**src/rtl/divider8_seq_pkg.sv**
```systemverilog
// Shared constants and state encoding for the sequential restoring divider.
package divider8_seq_pkg;

  localparam int unsigned WIDTH_DEF = 8;
  localparam int unsigned CNT_W_DEF = $clog2(WIDTH_DEF) + 1;

  typedef enum logic [1:0] {
    IDLE = 2'd0,
    RUN  = 2'd1,
    DONE = 2'd2
  } state_t;

endpackage

```
**src/rtl/divider8_seq_subtractor_ripple.sv**
```systemverilog
// Combinational ripple-borrow subtractor: diff = a - b, bout set when a < b.
module subtractor_ripple #(
  parameter int unsigned W = 9
) (
  input  logic [W-1:0] a,
  input  logic [W-1:0] b,
  output logic [W-1:0] diff,
  output logic         bout
);

  logic [W:0] br;

  always_comb begin
    br   = '0;
    diff = '0;
    for (int unsigned i = 0; i < W; i++) begin
      diff[i]  = a[i] ^ b[i] ^ br[i];
      br[i+1]  = (~a[i] & b[i]) | (~(a[i] ^ b[i]) & br[i]);
    end
    bout = br[W];
  end

endmodule

```
**src/rtl/divider8_seq.sv**
```systemverilog
// Sequential unsigned restoring divider, one quotient bit per clock,
// with a start/busy/done handshake.
module divider8_seq
  import divider8_seq_pkg::*;
#(
  parameter int unsigned WIDTH = WIDTH_DEF
) (
  input  logic             clk,
  input  logic             rst,
  input  logic             start,
  input  logic [WIDTH-1:0] dividend,
  input  logic [WIDTH-1:0] divisor,
  output logic             busy,
  output logic             done,
  output logic [WIDTH-1:0] quotient,
  output logic [WIDTH-1:0] remainder,
  output logic             div_by_zero
);

  localparam int unsigned CW = $clog2(WIDTH) + 1;

  state_t state, state_n;

  logic [WIDTH:0]   p;
  logic [WIDTH-1:0] q;
  logic [WIDTH-1:0] dv;
  logic [CW-1:0]    cnt;
  logic             dz_cap;

  logic [WIDTH:0]   p_sh;
  logic [WIDTH-1:0] q_sh;
  logic [WIDTH:0]   t;
  logic             borrow;
  logic             take;
  logic [WIDTH:0]   p_nx;
  logic [WIDTH-1:0] q_nx;
  logic             accept;
  logic             last;

  assign accept = start && (state == IDLE || state == DONE);
  assign last   = (cnt == CW'(WIDTH - 1));

  subtractor_ripple #(.W(WIDTH + 1)) u_sub (
    .a    (p_sh),
    .b    ({1'b0, dv}),
    .diff (t),
    .bout (borrow)
  );

  // p[WIDTH] is always 0 after a step (P < divisor); folding it into take
  // keeps the decision exact for the full-width shifted value.
  always_comb begin
    p_sh = {p[WIDTH-1:0], q[WIDTH-1]};
    q_sh = {q[WIDTH-2:0], 1'b0};
    take = ~borrow | p[WIDTH];
    p_nx = take ? t : p_sh;
    q_nx = q_sh | {{(WIDTH-1){1'b0}}, take};
  end

  always_ff @(posedge clk) begin
    if (rst) state <= IDLE;
    else     state <= state_n;
  end

  always_comb begin
    state_n = state;
    case (state)
      IDLE:    if (start) state_n = RUN;
      RUN:     if (last)  state_n = DONE;
      DONE:    state_n = start ? RUN : IDLE;
      default: state_n = IDLE;
    endcase
  end

  always_comb begin
    busy = (state == RUN);
    done = (state == DONE);
  end

  always_ff @(posedge clk) begin
    if (rst) begin
      p           <= '0;
      q           <= '0;
      dv          <= '0;
      cnt         <= '0;
      dz_cap      <= 1'b0;
      quotient    <= '0;
      remainder   <= '0;
      div_by_zero <= 1'b0;
    end else if (accept) begin
      p      <= '0;
      q      <= dividend;
      dv     <= divisor;
      cnt    <= '0;
      dz_cap <= (divisor == '0);
    end else if (state == RUN) begin
      p   <= p_nx;
      q   <= q_nx;
      cnt <= cnt + 1'b1;
      if (last) begin
        quotient    <= q_nx;
        remainder   <= p_nx[WIDTH-1:0];
        div_by_zero <= dz_cap;
      end
    end
  end

endmodule

```
**config.mk**
```make
export PLATFORM = sky130hd
export DESIGN_NAME = divider8_seq
export DESIGN_NICKNAME = d
export VERILOG_FILES = /design/src/rtl/divider8_seq_pkg.sv /design/src/rtl/divider8_seq_subtractor_ripple.sv /design/src/rtl/divider8_seq.sv
export SDC_FILE = /design/constraint.sdc
export NUM_CORES = 1
export LEC_CHECK = 0
export CAP_MARGIN = 10
export CORE_MARGIN = 4
export CORE_UTILIZATION = 40
export CTS_CLUSTER_DIAMETER = 60
export DETAILED_ROUTE_END_ITERATION = 10
export HOLD_SLACK_MARGIN = 0.08
export MAX_ROUTING_LAYER = met4
export PLACE_DENSITY = 0.72
export SLEW_MARGIN = 25
export SYNTH_ARGS = -nofsm -noshare
export SYNTH_HDL_FRONTEND = slang
export SYNTH_SLANG_ARGS = --single-unit
```
**constraint.sdc**
```tcl
create_clock -name clk -period 7.16 [get_ports clk]
set_clock_uncertainty 0.15 [all_clocks]
set_input_delay 1.432 -clock clk [delete_from_list [all_inputs] [get_ports clk]]
set_output_delay 1.432 -clock clk [all_outputs]
set_load 0.1 [all_outputs]
```
==> results of run 1 <==
[worst reg2reg max path: stages (launching register included)]
cell and delay [ns]:
dfxtp_1 0.31, inv_1 0.06, ha_1 0.20, fa_1 0.38, fa_1 0.39, fa_1 0.38
fa_1 0.39, fa_1 0.39, fa_1 0.39, fa_1 0.37, ha_1 0.20, nand2b_1 0.39
mux2_2 0.41, o22ai_1 0.16
[layer usage]
layer | up-vias | track usage | routed length (um)
met5 | - | - | 0
met3 | 7 | 0.0355 | 264
met1 | 797 | 0.203 | 2230
li1 | 867 | - | -
met2 | 47 | 0.222 | 2100
met4 | 0 | 0.0625 | 85
[final timing paths]
| kind | from | to | slack, ns | depth (start not counted) |
|---|---|---|---|---|
| worst min-delay path | div_by_zero | div_by_zero | 0.31 | 2 |
| worst min register to register | div_by_zero | div_by_zero | 0.31 | 2 |
| worst max-delay path | q[7] | p[6] | 2.51 | 13 |
| worst max register to register | q[7] | p[6] | 2.51 | 13 |
[registers in the layout (all words and copies together), names as in the netlist]
| signal | flops |
|---|---|
| div_by_zero | 1 |
| dz_cap | 1 |
| q | 8 |
| cnt | 4 |
| dv | 8 |
| quotient | 8 |
| state | 2 |
| p | 9 |
| remainder | 8 |
[power by group]
part	internal [uW]	total, uW	leakage, uW	switching (uW)
Clock	69.4	165	0.0000445	95.9
Combinational	49.1	109	0.000471	60.0
Sequential	285	294	0.000399	9.13
[cell type report]
type	count	area (um2)	area share
Clock buffer	5	68.8	0.0263
Clock inverter	3	21.3	0.00812
Inverter	12	45.0	0.0172
Multi-Input combinational cell	159	1050	0.399
Sequential cell	49	981	0.374
Tap cell	70	87.6	0.0334
Timing Repair Buffer	37	370	0.141
[stage by stage]
stage	power (uW)	area, um2	instances	setup WS, ns	hold WS (ns)
2_1_floorplan	380	2150	235	2.83	0.287
3_3_place_gp	407	2530	327	2.63	0.291
3_5_place_dp	408	2530	327	2.56	0.299
4_1_cts	573	2620	335	2.51	0.317
5_1_grt	598	2620	335	2.33	0.324
6_report	568	2620	335	2.51	0.314
[logic make-up (layout without fill, tap and decap cells)]
family | count (synthesis) | count (layout) | synth area share
multiplexers | 17 | 17 | 0.0837
buffers and inverters | 27 | 57 | 0.0581
AND/OR/NAND/NOR | 79 | 79 | 0.170
flip-flops | 49 | 49 | 0.456
AO/OA/AOI/OAI | 51 | 51 | 0.142
adder cells (fa/ha/maj) | 10 | 10 | 0.0826
XOR/XNOR | 2 | 2 | 0.00814
[cell usage in the layout, fill, tap and decap left out, types with 5 or more instances in the layout]
cell type	instances
inv_1	12
clkbuf_8	5
dfxtp_1	49
o211ai_1	8
nand2_1	51
fa_1	7
mux2_2	8
mux2i_1	9
a21oi_1	13
clkdlybuf4s50_1	37
o21ai_1	8
o22ai_1	11
nor3_1	7
==> run_results.csv, run 1 <==
group,metric,value,unit
status,run_status,"complete, no violations",
logic_synthesis,synthTopCellsByCount,"nand2_1, dfxtp_1, a21oi_1, inv_1, o22ai_1",
timing,hold_viol_final,0,
placement,port_buffers,37,
critical_path,path_buf_inv,1,
cts,clk_latency,0.31,ns
critical_path,cp_slowest_stage_delay,0.40,ns
cts,cts_setup_buffers,0,
power_and_ir_drop,peakVddDrop,0.000108,V
logic_synthesis,synth_top_cell_area_share,0.456,
cts,htreeDepth,2,
run,max_cap_viol_count,0,
power_and_ir_drop,p_leak,0.000914,uW
worst_hold_path,hp-class,"reg2reg",
critical_path,crit_path_top_delay_cell,"mux2_2",
grt,grt_max_degree,33,
critical_path,cp_max_fo,11,
logic_synthesis,synthTopCellsByArea,"dfxtp_1, nand2_1, fa_1, mux2i_1, mux2_2",
timing,fmax,215,MHz
grt,grt_overflow,0,
critical_path,cp.required,7.22,ns
logic_synthesis,synth_ff_type,"dfxtp_1",
finish,fin_nets,293,
routing,antenna_left,0,
logic_synthesis,yosys.area.top_type,"dfxtp_1",
critical_path,worstPathArrival,4.71,ns
cts,path_clk_slew,0.09,ns
grt,grt_pass1_wl,7570,um
logic_synthesis,yosysSeqAreaShare,0.456,
routing,num_vias,1718,
placement,place_congestion,0.778,
finish,final_util,0.507,
logic_synthesis,syn_inst,235,
timing,worstMarginPinSlew,0.968,ns
logic_synthesis,synth_nets,264,
critical_path,crit_top_cell,"fa_1",
cts,clk_root_buffer_cell,"clkbuf_8",
critical_path,crit_family,"adder cells",
timing,period_share,0.649,
finish,num_antenna_cells,0,
power_and_ir_drop,powerDensity,217,nW/um2
finish,num-fill-cells,511,
logic_synthesis,synth_edf_count,0,
critical_path,crit_type,"reg2reg",
die,die_height,81.4,um
critical_path,cp_cell_sequence,"inv_1 -> ha_1 -> fa_1 -> fa_1 -> fa_1 -> fa_1 -> fa_1 -> fa_1 -> fa_1 -> ha_1 -> nand2b_1 -> mux2_2 -> o22ai_1",
cts,cts_tree,"done",
logic_synthesis,avgSynthCellArea,9.16,um2
routing,drc,0,
grt,antenna_found_initial,0,
timing,period_minus_slack,4.65,ns
cts,cts_sinks,49,
critical_path,end_kind,"flip-flop",
timing,rsz0062_at_grt,"false",
die,die_x,81.4,um
placement,dpl.hpwl,3220,um
routing,routed_wl,4670,um
cts,cts_resized,0,
routing,post_drt_wl_per_cell,14.0,um
logic_synthesis,synth_seq_cells,49,
finish,drive_gt1_frac,0.0679,
die,io_pins,38,
routing,drt_pass1_iterations,4,
logic_synthesis,syn_area,2150,um2
cts,cts_made_buffers,5,
finish,area_growth,21.7,%
cts,hold_buffers,0,
logic_synthesis,yosysUniqueCellTypes,33,
grt,grt_pass1_vias,1605,
die,dieArea,6620,um2
timing,fin_tns_setup,0,ns
die,row_count,26,
timing,setup_violations,0,
cts,clk_path_buf_depth,2,
critical_path,start_kind,"flip-flop",
die,core,5170,um2
die,start_util,0.416,
logic_synthesis,synth_most_common_cell,"nand2_1",
routing,first_iter_violations,115,
routing,viasPerCell,5.13,
timing,relSlewSlack,0.352,
logic_synthesis,yosysWarningCount,0,
timing,finalMaxSlewViolations,0,
grt,grtUsageTotal,0.153,
logic_synthesis,synthArstFlopShare,0,
No activity file was read; power rests on OpenSTA's default activity.
==> inputs of run 2 (changes only) <==
Settings changed: PLACE_DENSITY 0.72 to 0.75.
Clock period 7.16 ns to 3.8 ns, I/O delays scaled along.
==> run_results.csv, run 2 (synthesized netlist as in run 1, its figures left out) <==
group,metric,value,unit
status,run_status,"complete, but fails checks",
status,violations,"setup timing",
critical_path,reg2reg_slack,-0.30,ns
critical_path,end_kind,"flip-flop",
routing,drc,0,
critical_path,cp_cell_sequence,"inv_2 -> ha_4 -> fa_2 -> fa_2 -> fa_2 -> fa_2 -> fa_2 -> fa_2 -> fa_2 -> ha_4 -> nand2b_4 -> clkbuf_16 -> mux2_4 -> o22ai_1",
cts,path_clk_slew,0.10,ns
worst_hold_path,holdPathEnd,"quotient[7]",
cts,clk_latency,0.31,ns
finish,fin_nets,299,
finish,stdcell_count,341,
finish,drive_gt1_frac,0.173,
worst_hold_path,holdCritStartpoint,"quotient[7]",
power_and_ir_drop,total_power,1190,uW
routing,antenna_left,0,
placement,port_buffers,37,
finish,area_growth,30.5,%
die,core,5170,um2
cts,clk_root_buffer_cell,"clkbuf_8",
critical_path,worstPathArrival,4.17,ns
cts,htreeDepth,2,
routing,num_vias,1751,
finish,largest_reg_flops,9,
routing,post_drt_wl_per_cell,14.6,um
placement,dpl.hpwl,3430,um
power_and_ir_drop,p_leak,0.000998,uW
power_and_ir_drop,peakVddDrop,0.000181,V
critical_path,crit_type,"reg2reg",
die,die_height,81.4,um
worst_hold_path,holdPathStages,2,
critical_path,start_kind,"flip-flop",
timing,fmax,244,MHz
critical_path,r2r_start,"q[7]",
finish,layout_commonest_cell,"nand2_1",
placement,pre_cts_slack,-0.317,ns
critical_path,crit_top_cell,"fa_2",
grt,grt_pass1_wl,8170,um
worst_hold_path,hp-class,"reg2reg",
grt,antenna_found_initial,0,
routing,first_iter_violations,93,
run,max_cap_viol_count,0,
timing,hold_viol_final,0,
placement,dp_cells,331,
timing,setup_violations,19,
grt,grt_overflow,0,
die,die_x,81.4,um
timing,rsz0062_at_grt,"true",
timing,relSlewSlack,0.347,
grt,grtUsageTotal,0.164,
cts,clk_path_buf_depth,2,
finish,num_antenna_cells,0,
timing,setup_slack,-0.302,ns
routing,routed_wl,4990,um
die,row_count,26,
critical_path,ff2ff_path_depth,14,
critical_path,cp_max_fo,5,
cts,cts_sinks,49,
grt,grt_pass1_vias,1688,
grt,grt_max_degree,33,
die,start_util,0.416,
routing,drt_pass1_iterations,4,
power_and_ir_drop,powerDensity,424,nW/um2
timing,worstMarginPinSlew,0.977,ns
finish,final_cell_mix,"nand2_1, dfxtp_1, clkdlybuf4s50_1",
timing,period_minus_slack,4.10,ns
placement,dpl_cell_area,2610,um2
finish,fin_area,2810,um2
timing,fin_tns_setup,-4.36,ns
cts,cts_made_buffers,5,
timing,period_share,1.08,
timing,finalMaxSlewViolations,0,
critical_path,cp.required,3.87,ns
cts,cts_tree,"done",
cts,hold_buffers,0,
finish,regMostFlops,"p",
critical_path,crit_path_top_delay_cell,"fa_2",
die,dieArea,6620,um2
die,io_pins,38,
routing,viasPerCell,5.13,
critical_path,r2r-end,"p[0]",
critical_path,cp_slowest_stage_delay,0.37,ns
placement,place_congestion,0.759,
run 2: worst max-delay path, delay by kind of cell, from the launching register on:
| family | cells | cell delay, ns |
|---|---|---|
| adders and majority gates | 9 | 2.78 |
| buffers and inverters | 2 | 0.20 |
| muxes | 1 | 0.31 |
| DFF | 1 | 0.33 |
| AOI/OAI and AO/OA | 1 | 0.16 |
| and+or+nand+nor | 1 | 0.09 |
run 2: cell type report:
class	instances	area (um2)
clock inverter	3	21.3
multi-input combinational	159	1160
timing repair buffer	43	444
sequential	49	982
tap	70	87.6
clock buffer	5	68.8
inverter	12	45.0
fill	467	2360
run 2: layer usage:
| layer | vias up | GRT usage | share of wire |
|---|---|---|---|
| met5 | - | - | 0 |
| met4 | 0 | 0.0355 | 0.0092 |
| met3 | 6 | 0.0477 | 0.047 |
| met2 | 36 | 0.257 | 0.49 |
| met1 | 831 | 0.210 | 0.45 |
| li1 | 878 | - | - |
run 2: worst max path at each step:
stage | start | endpoint | slack [ns] | cells past startpoint
detailed placement | q[7] | p[6] | -0.32 | 14
CTS | q[7] | p[5] | -0.26 | 14
global placement | q[7] | remainder[0] | -0.21 | 14
floorplan | q[7] | p[1] | -0.13 | 14
finish | q[7] | p[0] | -0.30 | 14
global route | q[7] | p[0] | -0.38 | 14
run 2: stage by stage:
step | utilization | hold slack [ns]
after global placement | 0.504 | 0.291
after CTS | 0.529 | 0.314
after global routing | 0.543 | 0.335
final | 0.543 | 0.311
after detailed placement | 0.504 | 0.299
after floorplan | - | 0.287
run 2: timing repair:
| item | CTS | global route |
|---|---|---|
| hold endpoints to repair | 0 | 0 |
| resized for setup | 7 | 10 |
| buffers inserted | 0 | 1 |
| endpoints found under the setup margin | 18 | 19 |
| cloned | 0 | 1 |
| pin swaps | 0 | 2 |
run 2: power breakdown:
| group | switching (uW) | internal, uW |
|---|---|---|
| logic | 153 | 170 |
| registers | 18.3 | 537 |
| clock network | 181 | 131 |
| total | 352 | 838 |
==> inputs of run 3 (changes only) <==
--- a/constraint.sdc
+++ b/constraint.sdc
@@ -3,3 +3,3 @@
 set_input_delay 0.76 -clock clk [delete_from_list [all_inputs] [get_ports clk]]
 set_output_delay 0.76 -clock clk [all_outputs]
-set_load 0.1 [all_outputs]
+set_load 0.01 [all_outputs]
==> run_results.csv, run 3 (synthesized netlist as in run 1, its figures left out) <==
group,metric,value,unit
status,run_status,"complete, but fails checks",
status,violations,"setup timing",
run,max_cap_viol_count,0,
power_and_ir_drop,p_leak,0.00104,uW
routing,viasPerCell,5.20,
die,core,5170,um2
critical_path,r2r_start,"q[7]",
critical_path,cp.required,3.86,ns
routing,met3_length,241,um
critical_path,crit_path_top_delay_cell,"fa_2",
timing,hold_viol_final,0,
placement,place_congestion,0.739,
grt,antenna_found_initial,0,
worst_hold_path,holdPathEnd,"quotient[4]",
power_and_ir_drop,peakVddDrop,0.000243,V
critical_path,start_kind,"flip-flop",
cts,hold_buffers,0,
placement,dpl_cell_area,2620,um2
cts,clk_root_buffer_cell,"clkbuf_8",
grt,grtUsageTotal,0.167,
finish,stdcell_count,344,
cts,cts_tree,"done",
finish,final_cell_mix,"nand2_1, dfxtp_1, clkdlybuf4s50_1",
critical_path,reg2reg_slack,-0.26,ns
finish,fin_area,2890,um2
die,die_x,81.4,um
die,start_util,0.416,
critical_path,cp_max_fo,6,
finish,final_util,0.558,
grt,grt_overflow,0,
timing,relSlewSlack,0.357,
worst_hold_path,holdPathStages,2,
critical_path,r2r-end,"p[0]",
timing,worstMarginPinSlew,0.963,ns
finish,regMostFlops,"p",
critical_path,cp_cell_sequence,"inv_2 -> ha_4 -> fa_2 -> fa_2 -> fa_2 -> fa_2 -> fa_2 -> fa_2 -> fa_2 -> ha_4 -> nand2b_4 -> buf_8 -> mux2_4 -> o22ai_2",
critical_path,crit_top_cell,"fa_2",
die,io_pins,38,
routing,wl_met1,2270,um
timing,period_share,1.07,
finish,fin_nets,302,
placement,dpl.hpwl,3330,um
cts,cts_made_buffers,5,
worst_hold_path,hp-class,"reg2reg",
finish,num_antenna_cells,0,
critical_path,crit_family,"adder cells",
die,dieArea,6620,um2
placement,port_buffers,37,
routing,num_vias,1790,
finish,largest_reg_flops,9,
die,row_count,26,
critical_path,cp_slowest_stage_delay,0.37,ns
routing,post_drt_wl_per_cell,14.5,um
finish,area_growth,34.1,%
cts,clk_latency,0.30,ns
power_and_ir_drop,powerDensity,436,nW/um2
routing,maxUsedRoutingLayer,"met4",
cts,htreeDepth,2,
cts,path_clk_slew,0.09,ns
timing,finalMaxSlewViolations,0,
finish,layout_commonest_cell,"nand2_1",
timing,period_minus_slack,4.06,ns
timing,whs,0.310,ns
worst_hold_path,holdCritStartpoint,"quotient[4]",
grt,grt_pass1_vias,1707,
routing,drt_pass1_iterations,4,
cts,clk_path_buf_depth,2,
routing,antenna_left,0,
placement,pre_cts_slack,-0.273,ns
grt,grt_pass1_wl,8170,um
timing,setup_violations,19,
critical_path,worstPathArrival,4.12,ns
timing,setup_slack,-0.260,ns
critical_path,end_kind,"flip-flop",
grt,grt_max_degree,33,
timing,fmax,246,MHz
critical_path,ff2ff_path_depth,14,
timing,rsz0062_at_grt,"true",
finish,drive_gt1_frac,0.193,
die,die_height,81.4,um
critical_path,crit_type,"reg2reg",
routing,routed_wl,4990,um
placement,dp_cells,334,
critical_path,path_buf_inv,2,
routing,first_iter_violations,112,
routing,drc,0,
routing,wl_met2,2390,um
cts,cts_sinks,49,
-- run 3: cell count changes in the layout (fill, tap and decap cells not counted), moves of 2 or more --
cell             delta
o22ai_2             +3
o21ai_2             +3
o21ai_1             -3
mux2_2              -2
buf_6               +2
clkdlybuf4s50_1     +2
mux2_4              +2
o22ai_1             -3
-- run 3: layout make-up --
class                           count  area, um2
Timing Repair Buffer               46        457
Fill cell                         428       2290
Inverter                           12       45.0
Clock inverter                      2       37.5
Sequential cell                    49        982
Clock buffer                        6       82.6
Tap cell                           70       87.6
Multi-Input combinational cell    159       1190
-- run 3: how the worst max path moves through the flow --
| stage | from | to | slack, ns | cells past startpoint |
|---|---|---|---|---|
| global route | q[7] | p[0] | -0.31 | 14 |
| global placement | q[7] | p[4] | -0.18 | 14 |
| floorplan | q[7] | p[1] | -0.13 | 14 |
| finish | q[7] | p[0] | -0.26 | 14 |
| detailed placement | q[7] | p[4] | -0.27 | 14 |
| CTS | q[7] | p[1] | -0.23 | 14 |
-- run 3: stage by stage --
step           power, uW  setup TNS [ns]
2_1_floorplan        725           -1.57
4_1_cts             1240           -3.28
3_3_place_gp         792           -2.45
6_report            1260           -3.62
5_1_grt             1320           -4.82
3_5_place_dp         798           -3.54
-- run 3: power by group --
part | leakage [uW] | internal (uW) | switching, uW
clock network | 0.0000574 | 214 | 170
logic | 0.000580 | 171 | 150
registers | 0.000399 | 536 | 17.8
-- run 3: timing repair --
item,4_1_cts,5_1_grt
resized for setup,14,15
buffers inserted,3,1
pin swaps,3,3
setup endpoints to repair,18,19
-- run 3: worst min-delay path, cell delays in order, from the launching register on --
cell,delay [ns]
dfxtp_1,0.32
nand2_1,0.05
mux2i_1,0.05
-- run 3: metal layers --
layer  vias up  track usage
li1        886            -
met2        46        0.264
met5         -            -
met3         7       0.0432
met4         0       0.0574
met1       851        0.206
